$ cat config.mk
export PLATFORM = sky130hd
export DESIGN_NAME = fp32_stream_accum
export DESIGN_NICKNAME = d
export VERILOG_FILES = /design/src/rtl/fp32_stream_accum.sv
export SDC_FILE = /design/constraint.sdc
export NUM_CORES = 1
export LEC_CHECK = 0
export ABC_CLOCK_PERIOD_IN_PS = 3800
export CORE_UTILIZATION = 52
export DETAILED_ROUTE_END_ITERATION = 16
export GPL_ROUTABILITY_DRIVEN = 0
export GPL_TIMING_DRIVEN = 0
export PLACE_DENSITY = 0.95
export REMOVE_ABC_BUFFERS = 1
export SETUP_SLACK_MARGIN = 0.4
export SLEW_MARGIN = 0
export SYNTH_ARGS = -nofsm -noshare
export SYNTH_HDL_FRONTEND = slang
export SYNTH_SLANG_ARGS = --single-unit
$ cat constraint.sdc
create_clock -name i_clk -period 3.8 [get_ports i_clk]
set_clock_uncertainty 0.2 [all_clocks]
set_input_delay 0.76 -clock i_clk [delete_from_list [all_inputs] [get_ports i_clk]]
set_output_delay 0.76 -clock i_clk [all_outputs]
set_load 0.02 [all_outputs]
$ cat src/rtl/fp32_stream_accum.sv
// Reduces a valid/ready stream of FP32 operands into one FP32 sum per packet.
// This block does no FP arithmetic. It launches operand pairs into an external adder
// through registers, waits a fixed latency, and captures the result back into the
// accumulator.
module fp32_stream_accum #(
  parameter int unsigned ADD_LAT = 0,
  parameter int unsigned CNT_W   = 16
) (
  input  logic             i_clk,
  input  logic             i_rst_n,
  input  logic             i_in_valid,
  output logic             o_in_ready,
  input  logic [31:0]      i_in_data,
  input  logic             i_in_last,
  output logic [31:0]      o_add_a,
  output logic [31:0]      o_add_b,
  input  logic [31:0]      i_add_o,
  output logic             o_out_valid,
  input  logic             i_out_ready,
  output logic [31:0]      o_out_data,
  output logic [CNT_W-1:0] o_out_count,
  output logic             o_busy
);

  localparam int unsigned WcntW = (ADD_LAT > 0) ? $clog2(ADD_LAT + 1) : 1;

  typedef enum logic [1:0] {
    StIdle,
    StAcc,
    StWait,
    StDone
  } state_e;

  state_e             r_state;
  logic [31:0]        r_acc;
  logic [31:0]        r_add_a;
  logic [31:0]        r_add_b;
  logic [31:0]        r_out_data;
  logic [CNT_W-1:0]   r_cnt;
  logic [CNT_W-1:0]   r_out_count;
  logic               r_last;
  logic               r_out_valid;
  logic [WcntW-1:0]   r_wcnt;

  logic               w_in_ready;
  logic               w_in_fire;
  logic               w_out_fire;
  logic [CNT_W-1:0]   w_cnt_inc;

  // Input readiness depends on state alone, so it never combinationally follows in_valid.
  assign w_in_ready = (r_state == StIdle) || (r_state == StAcc);
  assign w_in_fire  = i_in_valid && w_in_ready;
  assign w_out_fire = r_out_valid && i_out_ready;

  // Element count sticks at all-ones instead of wrapping.
  assign w_cnt_inc = (&r_cnt) ? r_cnt : r_cnt + CNT_W'(1);

  // Sequencer: accept, launch, wait for the adder, then present the packet result.
  always_ff @(posedge i_clk or negedge i_rst_n) begin
    if (!i_rst_n) begin
      r_state     <= StIdle;
      r_acc       <= '0;
      r_add_a     <= '0;
      r_add_b     <= '0;
      r_out_data  <= '0;
      r_cnt       <= '0;
      r_out_count <= '0;
      r_last      <= 1'b0;
      r_out_valid <= 1'b0;
      r_wcnt      <= '0;
    end else begin
      unique case (r_state)
        StIdle: begin
          if (w_in_fire) begin
            // First element seeds the accumulator directly; the adder is not involved.
            r_acc <= i_in_data;
            r_cnt <= CNT_W'(1);
            if (i_in_last) begin
              r_out_data  <= i_in_data;
              r_out_count <= CNT_W'(1);
              r_out_valid <= 1'b1;
              r_state     <= StDone;
            end else begin
              r_state <= StAcc;
            end
          end
        end
        StAcc: begin
          if (w_in_fire) begin
            r_add_a <= r_acc;
            r_add_b <= i_in_data;
            r_last  <= i_in_last;
            r_cnt   <= w_cnt_inc;
            r_wcnt  <= WcntW'(ADD_LAT);
            r_state <= StWait;
          end
        end
        StWait: begin
          if (r_wcnt == '0) begin
            r_acc <= i_add_o;
            if (r_last) begin
              r_out_data  <= i_add_o;
              r_out_count <= r_cnt;
              r_out_valid <= 1'b1;
              r_state     <= StDone;
            end else begin
              r_state <= StAcc;
            end
          end else begin
            r_wcnt <= r_wcnt - WcntW'(1);
          end
        end
        StDone: begin
          if (w_out_fire) begin
            r_out_valid <= 1'b0;
            r_state     <= StIdle;
          end
        end
        default: r_state <= StIdle;
      endcase
    end
  end

  assign o_in_ready  = w_in_ready;
  assign o_add_a     = r_add_a;
  assign o_add_b     = r_add_b;
  assign o_out_valid = r_out_valid;
  assign o_out_data  = r_out_data;
  assign o_out_count = r_out_count;
  assign o_busy      = (r_state != StIdle);

endmodule

# [Word-level counts from Yosys, hierarchy flattened]
# Index checks and enable logic that the tools add are counted.
[totals] register_bits=165 input_bits=69 output_inout_bits=115 word_cells=72
[op_classes] n_addsub=2 n_eq_ne=10 n_mux=33 reduce_logical=17
[op_table] op="$mux W32" n=6
[op_table] op="$pmux W32 S2" n=2
[op_table] op="$mux W16" n=7
[op_table] op="$pmux W16 S2" n=2
[op_table] op="$add A16 B1 Y16 const B" n=1
[op_table] op="$reduce_and A16 Y1" n=1
[op_table] op="$ne A2 B2 Y1 const B" n=7
[op_table] op="$mux W2" n=6
[op_table] op="$pmux W2 S4" n=1
[op_table] op="$reduce_and A4 Y1" n=2
[op_table] op="$reduce_bool A2 Y1" n=4
[op_table] op="$mux W1" n=7
[op_table] op="$reduce_and A6 Y1" n=1
[op_table] op="$reduce_and A5 Y1" n=1
[op_table] op="$eq A2 B2 Y1 const B" n=2
[op_table] op="$reduce_and A2 Y1" n=2
[op_table] op="$pmux W1 S3" n=1
[op_table] op="$reduce_and A3 Y1" n=1
[op_table] op="$reduce_bool A3 Y1" n=1
[op_table] op="$eq A2 B1 Y1 const B" n=1
[op_table] op="$logic_and A1 B1 Y1" n=2
[op_table] op="$logic_not A2 Y1" n=1
[op_table] op="$pmux W1 S2" n=1
[op_table] op="$logic_or A1 B1 Y1" n=1
[op_table] op="$sub A1 B1 Y1 const B" n=1

# [Longest topological paths before layout]
[logic_depth] word_depth=5 depth_mapped=7 ltp_nobuf=5

# [Worst setup path after synthesis]
# OpenSTA, ideal clock, no wires.
[synth_path] path_kind="input to register" from="in i_in_valid" to="reg r_add_b[10] (netlist: o_add_b[10])" setup_ps=125 t_arrival_ps=1905 required_time_ps=3475 path_slack_ps=1570 cell_stages=6 cell_sequence="nor2b_1 buf_2 nand2_1 buf_2 buf_2 mux2_2"
[synth_between] elab_chain_cells=2
[synth_lines] item="start: declaration" line_no="11" source="input logic i_in_valid,"
[synth_lines] item="$logic_and A1 B1 Y1" line_no="52" source="assign w_in_fire = i_in_valid && w_in_ready;"
[synth_lines] item="$reduce_and A2 Y1 (no source line)"
[synth_lines] item="end signal: assignment" line_no="91" source="r_add_b <= i_in_data;"
[synth_lines] item="end: declaration" line_no="37" source="logic [31:0] r_add_b;"
# Every way passes these cells.
# A chain may end at the register's enable or synchronous reset.

# [Worst setup path after layout]
[layout_path] from="reg r_state[0]" to="out o_busy"
[layout_between] elab_chain_cells=1
[layout_lines] item="start: declaration" line_no="34" source="state_e r_state;"
[layout_lines] item="start signal: assignment" line_no="61" source="r_state <= StIdle;"
[layout_lines] item="start signal: assignment" line_no="82" source="r_state <= StDone;"
[layout_lines] item="start signal: assignment" line_no="84" source="r_state <= StAcc;"
[layout_lines] item="$reduce_bool A2 Y1" line_no="130" source="assign o_busy = (r_state != StIdle);"
[layout_lines] item="end: declaration" line_no="22" source="output logic o_busy"
# Every way passes these cells.

==> metrics.md <==
| Metric | Value |
|---|---|
| Clock Power Share | `19.4%` |
| Wire length of the first global-routing pass | `25,400 µm` |
| Peak VDD IR | `0.616 mV` |
| Fin crit share | `83.3%` |
| Startpoint Class | `flip-flop` |
| Post-synthesis compound-gate area fraction | `9.57%` |
| Simple-Gate Fraction of Synth Area | `9.96%` |
| Pwr Total | `8730 µW` |
| Finished Core Util | `73.7%` |
| Largest family of logic cells by synthesized area | `multiplexers` |
| Arr. time, crit path | `2210 ps` |
| CP max stage cell | `dfrtp_1` |
| Ys flop type | `dfrtp_1` |
| Clock tree root driver cell | `clkbuf_16` |
| Final worst path period need | `3170 ps` |
| Highest-count cells in the layout ignoring fill and taps | `clkdlybuf4s50_1 (182), dfrtp_1 (164), nand2_1 (112)` |
| Core area | `0.0127 mm²` |
| DR vias | `5,110` |
| Vias in the first global route | `5,283` |
| Unrepaired setup endpoints after global routing | `false` |
| Gate power share | `44.6%` |
| Starting Density | `53.3%` |
| Critical path capture point type | `output pin` |
| Diode count | `0` |
| CP required | `2840 ps` |
| Drt via density | `5.49` |
| HPWL Detailed | `11,000 µm` |
| Sequential fraction of the synthesis area | `60.7%` |
| Actual slew at the worst max-slew pin | `1240 ps` |
| Layout Nets | `815` |
| DRT Pass-1 Iters | `5` |
| Chip Width | `116 µm` |
| WP buf/inv | `2` |
| Syn Area/Cell | `11.7 µm²` |
| Routed Wire Length | `16,500 µm` |
| Synth Area in XOR/XNOR | `0%` |
| Die area | `0.0135 mm²` |
| Kind of cell adding the most delay to the critical path | `buffers and inverters` |
| Ys Warns | `0` |
| Worst rel slew slack | `17.0%` |
| Highest net fanout along the worst path | `17` |
| Initial antenna violation count | `0` |
| Total GRT Usage | `24.9%` |
| Yosys cell types | `43` |
| Crit path kind | `flip-flop to output pin` |
| Async SR Flop Fraction | `100%` |
| Synth area leader | `dfrtp_1` |
| Area Growth Syn to Fin | `38.2%` |
| Number of synthesized flops with an enable pin | `0` |
| Final Hold Fails | `0` |
| Port Buffer Count | `183` |
| Commonest non-fill, non-tap cell in the layout | `clkdlybuf4s50_1` |
| Slowest stage delay, CP | `790 ps` |
| Reg2reg setup slack | `850 ps` |
| Switch share | `37.8%` |
| Num CTS Buffers | `17` |
| FMAX | `316 MHz` |
| Hold WC Path Type | `primary input to asynchronous set/reset pin` |
| # Post-CTS Setup Buffers | `0` |
| Final ANT Viol Nets | `0` |
| Internal power | `5430 µW` |
| Yosys top cell area share | `60.7%` |
| 1st-iter DRT viols | `308` |
| Clk slew on worst S/H paths | `60 ps` |
| Adder-Cell Fraction of Synth Area | `0.185%` |
| Post-synthesis cell area | `0.00676 mm²` |
| Synthesized flop and latch total | `164` |
| IO Count | `184` |
| H-tree depth | `4` |
| Die Ht | `116 µm` |
| Leak pwr | `0.00417 µW` |
| Largest net degree at the start of global routing | `101` |
| Status | `completed` |
| Gr ovfl total | `0` |
| Critical-path cell list | `inv_2, nand2_1, clkdlybuf4s50_1` |
| TritonCTS clock tree | `done` |
| Non-filler cells, final | `930` |
| NetSw | `3300 µW` |
| Routed wire per std cell | `17.7 µm` |
| Max Slew Vio Count | `0` |
| Worst skew pair latency | `420 ps` |
| Dpl cells | `898` |
| Clock sinks | `164` |
| # rows | `41` |
| Final setup vio count | `0` |
| Mux contribution to synthesized area | `16.8%` |
| Ranking of synthesized cells by area | `dfrtp_1 (61%), mux2_2 (11%), o21ai_0 (6.4%)` |
| Power density over the cells | `935 mW/mm²` |
| Number of max-cap violations | `0` |
| Gate Count Post-Synth | `577` |
| Sequential share of power | `36.0%` |
| Share of cells above drive strength 1 | `15.3%` |
| Bufs on Longest Clock Path | `2` |
| Drt drc | `0` |
[worst register-to-register path: stages, from the launching register on]
cell     delay [ps]
dfrtp_1         790
inv_2           280
nand2_2         970
mux2i_1         390
o21ai_0         160
[flip-flops by register name, indices dropped and copies added (netlist names), 2 cells and up]
name,flops
r_cnt,16
o_out_data,32
r_state,2
r_acc,32
o_out_count,16
o_add_a,32
o_add_b,32
[kinds of logic (layout without fill, tap and decap cells)]
| logic type | count (synthesis) | count (layout) |
|---|---|---|
| flip-flops | 164 | 164 |
| AND/OR/NAND/NOR | 153 | 153 |
| AO/OA/AOI/OAI | 111 | 111 |
| multiplexers | 105 | 105 |
| buffers and inverters | 43 | 224 |
| adder cells (fa/ha/maj) | 1 | 1 |
[final cells by class]
| type | count | area, µm² |
|---|---|---|
| Inverter | 6 | 22.5 |
| Clock inverter | 11 | 128 |
| Clock buffer | 21 | 470 |
| Timing Repair Buffer | 186 | 1900 |
| Tap cell | 172 | 215 |
| Fill cell | 806 | 3330 |
| Multi-Input combinational cell | 370 | 2500 |
| Sequential cell | 164 | 4100 |
[cells in the mapped netlist, types with 3 or more instances]
master    number
a22o_2         3
buf_2         16
o21ai_0       87
nand4_1        4
nor4_1         3
clkbuf_1      18
dfrtp_1      164
mux2_2        64
nand2_1      113
o211ai_1       6
nor2_1         9
nand3_1       10
mux2i_1       40
inv_1          5
[power by group through the flow]
stage / registers, µW / clock network (µW) / logic [µW]
2_1_floorplan: 3710 / 0 / 1480
3_3_place_gp: 3050 / 0 / 3740
3_5_place_dp: 3130 / 0 / 3880
4_1_cts: 3130 / 1720 / 3920
5_1_grt: 3230 / 1790 / 4170
6_report: 3140 / 1690 / 3900
[stage by stage]
| stage | TNS, ps | hold WS (ps) | instance area (µm²) | worst slack (ps) |
|---|---|---|---|---|
| 4_1_cts | 0 | 143 | 9330 | 639 |
| 5_1_grt | 0 | 174 | 9340 | 492 |
| 3_3_place_gp | -888650 | 258 | 8640 | -4360 |
| 2_1_floorplan | -16760 | 246 | 6600 | -653 |
| 6_report | 0 | 137 | 9340 | 634 |
| 3_5_place_dp | 0 | 266 | 8730 | 178 |
[worst paths after layout]
path / start / to / cells past startpoint
min: i_rst_n / o_out_data[25]$_DFFE_PN0P_ / 1
min reg2reg: r_acc[0]$_DFFE_PN0P_ / r_acc[0]$_DFFE_PN0P_ / 2
max in group asynchronous: i_rst_n / o_add_a[27]$_DFFE_PN0P_ / 2
min in group i_clk: r_acc[0]$_DFFE_PN0P_ / r_acc[0]$_DFFE_PN0P_ / 2
max: r_state[0]$_DFFE_PN0P_ / o_busy / 3
max reg2reg: r_state[0]$_DFFE_PN0P_ / o_out_data[29]$_DFFE_PN0P_ / 4
[timing repair]
| item | CTS | global route |
|---|---|---|
| setup endpoints to repair | 0 | 1 |
| resized for setup | 0 | 1 |
| hold buffers | 0 | 0 |
[per-layer routing]
metal	GRT usage (%)	wire, µm
met1	27.7	6340
met2	43.6	8610
met3	7.27	1090
met4	12.3	460
met5	0	0
Power figures use the tool's default switching activity.
